===== config.mk =====
export PLATFORM = sky130hd
export DESIGN_NAME = speck_round_sched
export DESIGN_NICKNAME = d
export VERILOG_FILES = /design/src/rtl/speck_pkg.sv /design/src/rtl/speck_key_regs.sv /design/src/rtl/speck_round_sched_chk.sv /design/src/rtl/speck_round_sched.sv
export SDC_FILE = /design/constraint.sdc
export NUM_CORES = 1
export LEC_CHECK = 0
export ABC_AREA = 1
export CAP_MARGIN = 30
export CORE_ASPECT_RATIO = 1.2
export CORE_MARGIN = 2
export CORE_UTILIZATION = 45
export DETAILED_ROUTE_END_ITERATION = 10
export GPL_ROUTABILITY_DRIVEN = 0
export PLACE_DENSITY = 0.82
export SLEW_MARGIN = 20
export SYNTH_ARGS = -nofsm -noshare
export SYNTH_HDL_FRONTEND = slang
export SYNTH_SLANG_ARGS = --single-unit

===== constraint.sdc =====
create_clock -name clk -period 3.46 [get_ports clk]
set_input_delay 0.346 -clock clk [delete_from_list [all_inputs] [get_ports clk]]
set_output_delay 0.346 -clock clk [all_outputs]
set_load 0.005 [all_outputs]

===== src/rtl/speck_pkg.sv =====
// speck_pkg: shared constants, FSM state encoding and 16-bit rotate helpers
// used by the SPECK32/64 round scheduler and its key-register bank.
package speck_pkg;

  localparam int SPECK_W      = 16;
  localparam int SPECK_ROUNDS = 22;
  localparam int SPECK_ALPHA  = 7;
  localparam int SPECK_BETA   = 2;

  typedef enum logic [1:0] {
    IDLE = 2'd0,
    RND  = 2'd1,
    KEY  = 2'd2,
    DONE = 2'd3
  } speck_state_e;

  // Rotate right: shift a doubled copy so the wrapped bits fall into the low word.
  function automatic logic [SPECK_W-1:0] rotr16(input logic [SPECK_W-1:0] v, input int n);
    logic [2*SPECK_W-1:0] dbl;
    dbl = {v, v} >> (n % SPECK_W);
    return dbl[SPECK_W-1:0];
  endfunction

  // Rotate left: shift a doubled copy so the wrapped bits fall into the high word.
  function automatic logic [SPECK_W-1:0] rotl16(input logic [SPECK_W-1:0] v, input int n);
    logic [2*SPECK_W-1:0] dbl;
    dbl = {v, v} << (n % SPECK_W);
    return dbl[2*SPECK_W-1:SPECK_W];
  endfunction

endpackage


===== src/rtl/speck_key_regs.sv =====
// speck_key_regs: key-schedule register bank (k, l0, l1, l2) for SPECK32/64.
// The controller loads the whole key on accept and, on each key step, supplies
// the freshly computed l value; this block rotates/mixes k and shifts the l words.
module speck_key_regs
  import speck_pkg::*;
#(
  parameter int BETA = SPECK_BETA
)
(
  input  logic               clk,
  input  logic               rst_n,
  input  logic               i_load,
  input  logic [63:0]        i_key,
  input  logic               i_upd,
  input  logic [SPECK_W-1:0] i_nl,
  output logic [SPECK_W-1:0] o_k,
  output logic [SPECK_W-1:0] o_l0
);

  logic [SPECK_W-1:0] r_k;
  logic [SPECK_W-1:0] r_l0;
  logic [SPECK_W-1:0] r_l1;
  logic [SPECK_W-1:0] r_l2;

  // Load the key words on accept, otherwise advance the schedule one step on update.
  always_ff @(posedge clk or negedge rst_n) begin
    if (!rst_n) begin
      r_k  <= 16'h0000;
      r_l0 <= 16'h0000;
      r_l1 <= 16'h0000;
      r_l2 <= 16'h0000;
    end else if (i_load) begin
      r_k  <= i_key[15:0];
      r_l0 <= i_key[31:16];
      r_l1 <= i_key[47:32];
      r_l2 <= i_key[63:48];
    end else if (i_upd) begin
      r_k  <= rotl16(r_k, BETA) ^ i_nl;
      r_l0 <= r_l1;
      r_l1 <= r_l2;
      r_l2 <= i_nl;
    end
  end

  assign o_k  = r_k;
  assign o_l0 = r_l0;

endmodule


===== src/rtl/speck_round_sched_chk.sv =====
// speck_round_sched_chk: protocol checker for the round scheduler handshakes
// and round counter range. Holds assertions only; drives nothing.
module speck_round_sched_chk #(
  parameter int ROUNDS = 22,
  parameter int RND_W  = 5
)
(
  input logic             clk,
  input logic             rst_n,
  input logic             i_in_ready,
  input logic             i_out_valid,
  input logic             i_out_ready,
  input logic [31:0]      i_ct,
  input logic [RND_W-1:0] i_rnd
);

  // Idle and done are distinct states, so the two flags never overlap.
  a_ready_valid_excl: assert property (@(posedge clk) disable iff (!rst_n)
    !(i_in_ready && i_out_valid));

  // The round counter stays inside the round range for the whole operation.
  a_rnd_range: assert property (@(posedge clk) disable iff (!rst_n)
    (int'(i_rnd) < ROUNDS));

  // A stalled result keeps both valid and data stable.
  a_out_hold: assert property (@(posedge clk) disable iff (!rst_n)
    (i_out_valid && !i_out_ready) |=> (i_out_valid && $stable(i_ct)));

  // A completed output handshake returns to idle on the following cycle.
  a_out_return: assert property (@(posedge clk) disable iff (!rst_n)
    (i_out_valid && i_out_ready) |=> (i_in_ready && !i_out_valid));

endmodule


===== src/rtl/speck_round_sched.sv =====
// speck_round_sched: sequencing controller for one SPECK32/64 encryption.
// A single external 16-bit adder is time-shared: RND cycles add for the round
// function, KEY cycles add for the key schedule. The schedule is skipped after
// the last round, so a block takes 2*ROUNDS-1 cycles from accept to result.
// Optional build macro: SPECK_SCHED_ARB_EN adds an external adder requester that
// is served only while the cipher is idle or holding its result.
module speck_round_sched
  import speck_pkg::*;
#(
  parameter int ROUNDS = SPECK_ROUNDS,
  parameter int ALPHA  = SPECK_ALPHA,
  parameter int BETA   = SPECK_BETA
)
(
  input  logic        clk,
  input  logic        rst_n,
  input  logic        in_valid,
  output logic        in_ready,
  input  logic [31:0] pt,
  input  logic [63:0] key,
  output logic        out_valid,
  input  logic        out_ready,
  output logic [31:0] ct,
  output logic [15:0] add_a,
  output logic [15:0] add_b,
  input  logic [15:0] add_sum
`ifdef SPECK_SCHED_ARB_EN
  ,
  input  logic        ext_req,
  input  logic [15:0] ext_a,
  input  logic [15:0] ext_b,
  output logic        ext_gnt,
  output logic [15:0] ext_sum
`endif
);

  localparam int RND_W = (ROUNDS > 1) ? $clog2(ROUNDS) : 1;
  localparam logic [RND_W-1:0] LAST_RND = RND_W'(ROUNDS - 1);

  speck_state_e r_state;
  speck_state_e w_next_state;

  logic [SPECK_W-1:0] r_x;
  logic [SPECK_W-1:0] r_y;
  logic [RND_W-1:0]   r_rnd;

  logic               w_key_load;
  logic               w_key_upd;
  logic               w_last;
  logic [SPECK_W-1:0] w_k;
  logic [SPECK_W-1:0] w_l0;
  logic [SPECK_W-1:0] w_new_x;
  logic [SPECK_W-1:0] w_nl;
  logic [SPECK_W-1:0] w_cipher_a;
  logic [SPECK_W-1:0] w_cipher_b;

  assign w_last  = (r_rnd == LAST_RND);
  // Both results are only meaningful in the state that drives the matching operands.
  assign w_new_x = add_sum ^ w_k;
  assign w_nl    = add_sum ^ SPECK_W'(r_rnd);

  // State register.
  always_ff @(posedge clk or negedge rst_n) begin
    if (!rst_n) begin
      r_state <= IDLE;
    end else begin
      r_state <= w_next_state;
    end
  end

  // Next-state decode plus key-bank load/update strobes.
  always_comb begin
    w_next_state = r_state;
    w_key_load   = 1'b0;
    w_key_upd    = 1'b0;
    case (r_state)
      IDLE: begin
        if (in_valid) begin
          w_next_state = RND;
          w_key_load   = 1'b1;
        end else begin
          w_next_state = IDLE;
        end
      end
      RND: begin
        if (w_last) begin
          w_next_state = DONE;
        end else begin
          w_next_state = KEY;
        end
      end
      KEY: begin
        w_next_state = RND;
        w_key_upd    = 1'b1;
      end
      DONE: begin
        if (out_ready) begin
          w_next_state = IDLE;
        end else begin
          w_next_state = DONE;
        end
      end
      default: begin
        w_next_state = IDLE;
      end
    endcase
  end

  // Cipher state x/y and round counter; the counter advances once per key step.
  always_ff @(posedge clk or negedge rst_n) begin
    if (!rst_n) begin
      r_x   <= 16'h0000;
      r_y   <= 16'h0000;
      r_rnd <= {RND_W{1'b0}};
    end else begin
      case (r_state)
        IDLE: begin
          if (in_valid) begin
            r_x   <= pt[31:16];
            r_y   <= pt[15:0];
            r_rnd <= {RND_W{1'b0}};
          end
        end
        RND: begin
          r_x <= w_new_x;
          r_y <= rotl16(r_y, BETA) ^ w_new_x;
        end
        KEY: begin
          r_rnd <= r_rnd + RND_W'(1);
        end
        default: begin
        end
      endcase
    end
  end

  // Cipher-side adder operands: round function in RND, key schedule in KEY.
  always_comb begin
    w_cipher_a = 16'h0000;
    w_cipher_b = 16'h0000;
    case (r_state)
      RND: begin
        w_cipher_a = rotr16(r_x, ALPHA);
        w_cipher_b = r_y;
      end
      KEY: begin
        w_cipher_a = rotr16(w_l0, ALPHA);
        w_cipher_b = w_k;
      end
      default: begin
        w_cipher_a = 16'h0000;
        w_cipher_b = 16'h0000;
      end
    endcase
  end

`ifdef SPECK_SCHED_ARB_EN
  logic w_ext_gnt;

  // External requester is served only while the cipher leaves the adder free.
  always_comb begin
    w_ext_gnt = 1'b0;
    if ((r_state == IDLE) || (r_state == DONE)) begin
      w_ext_gnt = ext_req;
    end else begin
      w_ext_gnt = 1'b0;
    end
  end

  assign ext_gnt = w_ext_gnt;
  assign ext_sum = w_ext_gnt ? add_sum : 16'h0000;
  assign add_a   = w_ext_gnt ? ext_a : w_cipher_a;
  assign add_b   = w_ext_gnt ? ext_b : w_cipher_b;
`else
  assign add_a = w_cipher_a;
  assign add_b = w_cipher_b;
`endif

  assign in_ready  = (r_state == IDLE);
  assign out_valid = (r_state == DONE);
  assign ct        = (r_state == DONE) ? {r_x, r_y} : 32'h0000_0000;

  speck_key_regs #(
    .BETA (BETA)
  ) u_key_regs (
    .clk    (clk),
    .rst_n  (rst_n),
    .i_load (w_key_load),
    .i_key  (key),
    .i_upd  (w_key_upd),
    .i_nl   (w_nl),
    .o_k    (w_k),
    .o_l0   (w_l0)
  );

  speck_round_sched_chk #(
    .ROUNDS (ROUNDS),
    .RND_W  (RND_W)
  ) u_chk (
    .clk         (clk),
    .rst_n       (rst_n),
    .i_in_ready  (in_ready),
    .i_out_valid (out_valid),
    .i_out_ready (out_ready),
    .i_ct        (ct),
    .i_rnd       (r_rnd)
  );

endmodule


After elaboration in Yosys (flattened, before gate mapping). Cells that the tools add are included.

Register bits after elaboration: 103. Bits of input ports: 116.

Add/sub/neg operators: 1. Equality and inequality tests: 5. Muxes and demuxes: 24. Bitwise logic cells: 4. Reductions and logical operators: 6.

Operator list (count): $mux W16 (10); $pmux W16 S2 (4); $xor A16 B16 Y16 (3); $mux W32 (1); $xor A16 B5 Y16 (1); $pmux W5 S2 (1); $pmux W2 S4 (1); $reduce_bool A2 Y1 (3); $add A5 B1 Y5 const B (1); $eq A5 B5 Y1 const B (1); $mux W1 (5); $mux W5 (1); $eq A2 B2 Y1 const B (2); $reduce_and A2 Y1 (2); $eq A2 B1 Y1 const B (1); $logic_not A2 Y1 (1); $mux W2 (1); $ne A2 B2 Y1 const B (1).

Depth between registers and ports, before layout.
Word-level depth: 4. Mapped depth: 10. Mapped depth without buffers: 9.

By module. A second synthesis with hierarchy kept.

Cell total of the unflattened synthesis: 978. Area total of the unflattened synthesis: 6495.0 µm².

Modules (own cells, without submodules): speck_round_sched (times used 1, cells an instance 556, area each 3296.9 µm²); speck_key_regs (times used 1, cells an instance 422, area each 3198.1 µm²).

Worst setup path after synthesis. OpenSTA, ideal clock, no wires.

Path kind: register to output. Start point: register r_state[1]. End point: output port add_a[10]. Arrival: 1.311 ns. Slack: 1.803 ns. Stages on the path, launching flop included: 8. Buffers on the path: 3. Path through: dfrtp_1 -> inv_1 -> ha_1 -> buf_4 -> buf_4 -> buf_4 -> nand2_1 -> a21oi_1.

Cells in the longest elaborated chain, start to end: 2. Elaborated cells on any way between the ends: 3. Classes of those cells: eq/ne (2); mux (1).

RTL lines: from (decl) (RTL line speck_round_sched.sv:40) `speck_state_e r_state;`; from (signal assigned) (RTL line speck_round_sched.sv:67) `r_state <= w_next_state;`; $eq A2 B2 Y1 or $eq A2 B1 Y1 (tied branches) (RTL line speck_round_sched.sv:141) `case (r_state)`; $pmux W16 S2 * (RTL line speck_round_sched.sv:141); to (decl) (RTL line speck_round_sched.sv:24) `output logic [15:0] add_a,`.

Mark *: on every way between the ends. The rest lies on a longest branch, timed or not.

Final worst setup path.
Start point: register r_state[1]. End point: output port add_b[8].

Cells in the longest elaborated chain, start to end: 2. Elaborated cells on any way between the ends: 3. Classes of those cells: eq/ne (2); mux (1).

RTL lines: $eq A2 B2 Y1 or $eq A2 B1 Y1 (tied branches) (RTL line speck_round_sched.sv:141); $pmux W16 S2 * (RTL line speck_round_sched.sv:141); to (decl) (RTL line speck_round_sched.sv:25) `output logic [15:0] add_b,`.

Marked as above.

==> results_dict.tcl <==
set metrics [dict create \
    cts_buffer_depth 2 \
    grt_overflow 0 \
    p_total_mw 6.44 \
    dp_hpwl_mm 15.2 \
    ir_worst_vdd_uv 709 \
    end_kind "output pin" \
    num_rows 46 \
    fillers 1193 \
    hold_buffers 0 \
    synth_most_common_cell "nand2_1" \
    clk_pin_slew_ns 0.08 \
    vias_per_cell 5.31 \
    synth_cell_types 25 \
    maxSlewHeadroom_pct 44.1 \
    crit_fanout 40 \
    cp-start-kind "flip-flop" \
    setup_viol 0 \
    rsz0062_at_grt "no" \
    synth-seq-cells 103 \
    vias 6411 \
    ys_warn_count 0 \
    drive_gt1_share_pct 3.75 \
    cts_max_level 3 \
    leakage_nw 3.94 \
    power_density_nw_per_um2 779 \
    drcViolationCount 0 \
    core-area_um2 13200 \
    rrSetupSlack_ns 1.02 \
    synth_top_area_share_pct 42.4 \
    clock-sinks 103 \
    crit_buf_inv 3 \
    drtPass1Iterations 6 \
    antenna_found_initial 0 \
    fin_skew_ns 0.00929 \
    die_y_um 131 \
    synth_area_leader_cell "dfrtp_1" \
    ant_nets 0 \
    crit_required_ns 3.11 \
    tritoncts "built" \
    yosys-top-cells-area "dfrtp_1 42%, nand2_1 25%, nand3_1 6.4%, inv_1 4.9%, o211ai_1 3.3%" \
    diodes 0 \
    drt-initial-drc-count 716 \
    cts_resized 0 \
    grt_pass1_wl_mm 31.8 \
    worstSetupPathType "flip-flop to output pin" \
    netlist_area_um2 6090 \
    max_freq_mhz 331 \
    synth.avg_cell_area_um2 6.95 \
    synth_fp_nets 998 \
    grt_max_degree 65 \
    cts_setup_buffers 0 \
    synth_edf_count 0 \
    wire_per_inst_um 17.2 \
    ys_async_sr_fraction_pct 100 \
    syn_to_final_growth_pct 35.8 \
    cts_buffers 9 \
    max_stage_delay_ns 0.68 \
    cp_top_family "buffers and inverters" \
    cap_violations 0 \
    ys_seq_area_share_pct 42.4 \
    ys.flop_type "dfrtp_1" \
    clk_latency_ns 0.35 \
    report.final.slew_viol_count 0 \
    grt_usage_pct 29.1 \
    wirelength_mm 20.7 \
    port_buffers 181 \
    setup_tns_ns 0 \
    netlist_top_cells_count "402 x nand2_1, 103 x dfrtp_1, 80 x inv_1, 78 x nand3_1, 34 x a21oi_1" \
    chipWidth_um 110 \
    post-route-period-util_pct 87.3 \
    dieArea_um2 14500 \
    worst_pin_slew_ns 0.838 \
    arrival_ns 2.67 \
    first_global_vias 6018 \
    min_period_ns 3.02 \
    hold_viol_final 0 \
    cts_root_buffer "clkbuf_16" \
    slowest_stage "ha_2" \
    start_util_pct 46.0 \
    nets 1157 \
    num_io_pins 182 \
    status "finished, final reports clean" \
    hold_path.class "input pin to asynchronous set/reset pin" \
    postSynthCellCount 876 \
    crit_chain "inv_1 -> ha_2 -> buf_4 -> nand2_1 -> a21oi_1 -> clkdlybuf4s50_1" \
]
==> area by class of cell <==
cell class	instances	area [um^2]	share of cell area [%]
Timing Repair Buffer	196	1940	23.5
Clock buffer	9	225	2.72
Tap cell	168	210	2.54
Sequential cell	103	2580	31.2
Multi-Input combinational cell	643	2930	35.5
Inverter	82	308	3.72
Clock inverter	7	72.6	0.878
==> worst register-to-register path, stage by stage, from the launching register on <==
cell and delay (ns):
dfrtp_1 0.44, inv_1 0.11, ha_2 0.68, inv_1 0.46, buf_16 0.29, nand2_1 0.07
and2_1 0.11, nand2_1 0.05, nand3_1 0.06, nand2_1 0.06
==> final timing paths <==
check | startpoint | end | cells past startpoint
setup / recovery | r_state[1]$_DFF_PN0_ | add_b[8] | 6
hold / removal | rst_n | r_x[8]$_DFFE_PN0P_ | 1
setup reg to reg | r_state[1]$_DFF_PN0_ | r_y[13]$_DFFE_PN0P_ | 9
hold reg to reg | u_key_regs.r_l2[11]$_DFFE_PN0P_ | u_key_regs.r_l1[11]$_DFFE_PN0P_ | 2
max in group asynchronous | rst_n | r_x[10]$_DFFE_PN0P_ | 2
min in group clk | u_key_regs.r_l2[11]$_DFFE_PN0P_ | u_key_regs.r_l1[11]$_DFFE_PN0P_ | 2
==> logic make-up (layout without fill, tap and decap cells) <==
family                   count (synthesis)  after routing  share of synthesized area (%)
AND/OR/NAND/NOR                        539            539                           36.5
adder cells (fa/ha/maj)                  6              6                           1.23
flip-flops                             103            103                           42.4
AO/OA/AOI/OAI                           84             84                           8.41
buffers and inverters                  130            294                           9.54
XOR/XNOR                                14             14                           2.01
==> layer usage <==
layer / global-route usage, % / wire (um) / vias up
met5: 0 / 0 / -
li1: - / - / 3106
met3: 6.05 / 1770 / 50
met1: 37.4 / 8170 / 2949
met4: 12.6 / 861 / 0
met2: 46.7 / 9930 / 306
==> state kept, by name, summed over array words and instances, names as in the netlist <==
register,flops
r_rnd,5
r_state,2
r_x,16
r_y,16
u_key_regs.o_k,16
u_key_regs.o_l0,16
u_key_regs.r_l1,16
u_key_regs.r_l2,16
==> report_power, final <==
group / switching [mW] / internal (mW) / total (mW) / leakage (nW)
clock network: 0.520 / 0.512 / 1.03 / 0.143
registers: 0.556 / 1.79 / 2.34 / 1.26
logic: 1.83 / 1.23 / 3.06 / 2.54
==> per-stage QoR <==
| step | util [%] | cells | setup WS, ns | hold WS (ns) | cell area, um^2 |
|---|---|---|---|---|---|
| floorplan | - | 876 | 1.80 | 0.0504 | 6090 |
| global placement | 60.0 | 1191 | 0.927 | 0.461 | 7940 |
| detailed placement | 60.2 | 1192 | 0.862 | 0.468 | 7970 |
| CTS | 62.4 | 1208 | 0.474 | 0.116 | 8270 |
| global route | 62.4 | 1208 | 0.327 | 0.138 | 8270 |
| finish | 62.4 | 1208 | 0.440 | 0.0831 | 8270 |
==> placed cells by master, fill, tap and decap left out <==
cell type	n
a21boi_0	1
a21oi_1	34
a31oi_1	16
and2_1	14
buf_16	1
buf_4	15
clkbuf_16	9
clkdlybuf4s50_1	180
clkinv_1	1
clkinv_4	1
clkinv_8	1
clkinvlp_4	1
dfrtp_1	103
ha_1	5
ha_2	1
inv_1	79
inv_2	2
inv_6	2
inv_8	2
nand2_1	402
nand2_2	2
nand2_4	1
nand3_1	78
nand4_1	19
nor2_1	22
o211ai_1	27
o21ai_0	4
o21ai_1	1
o22ai_1	1
or2_2	1
xnor2_1	12
xor2_1	2
Power figures use the tool's default switching activity.
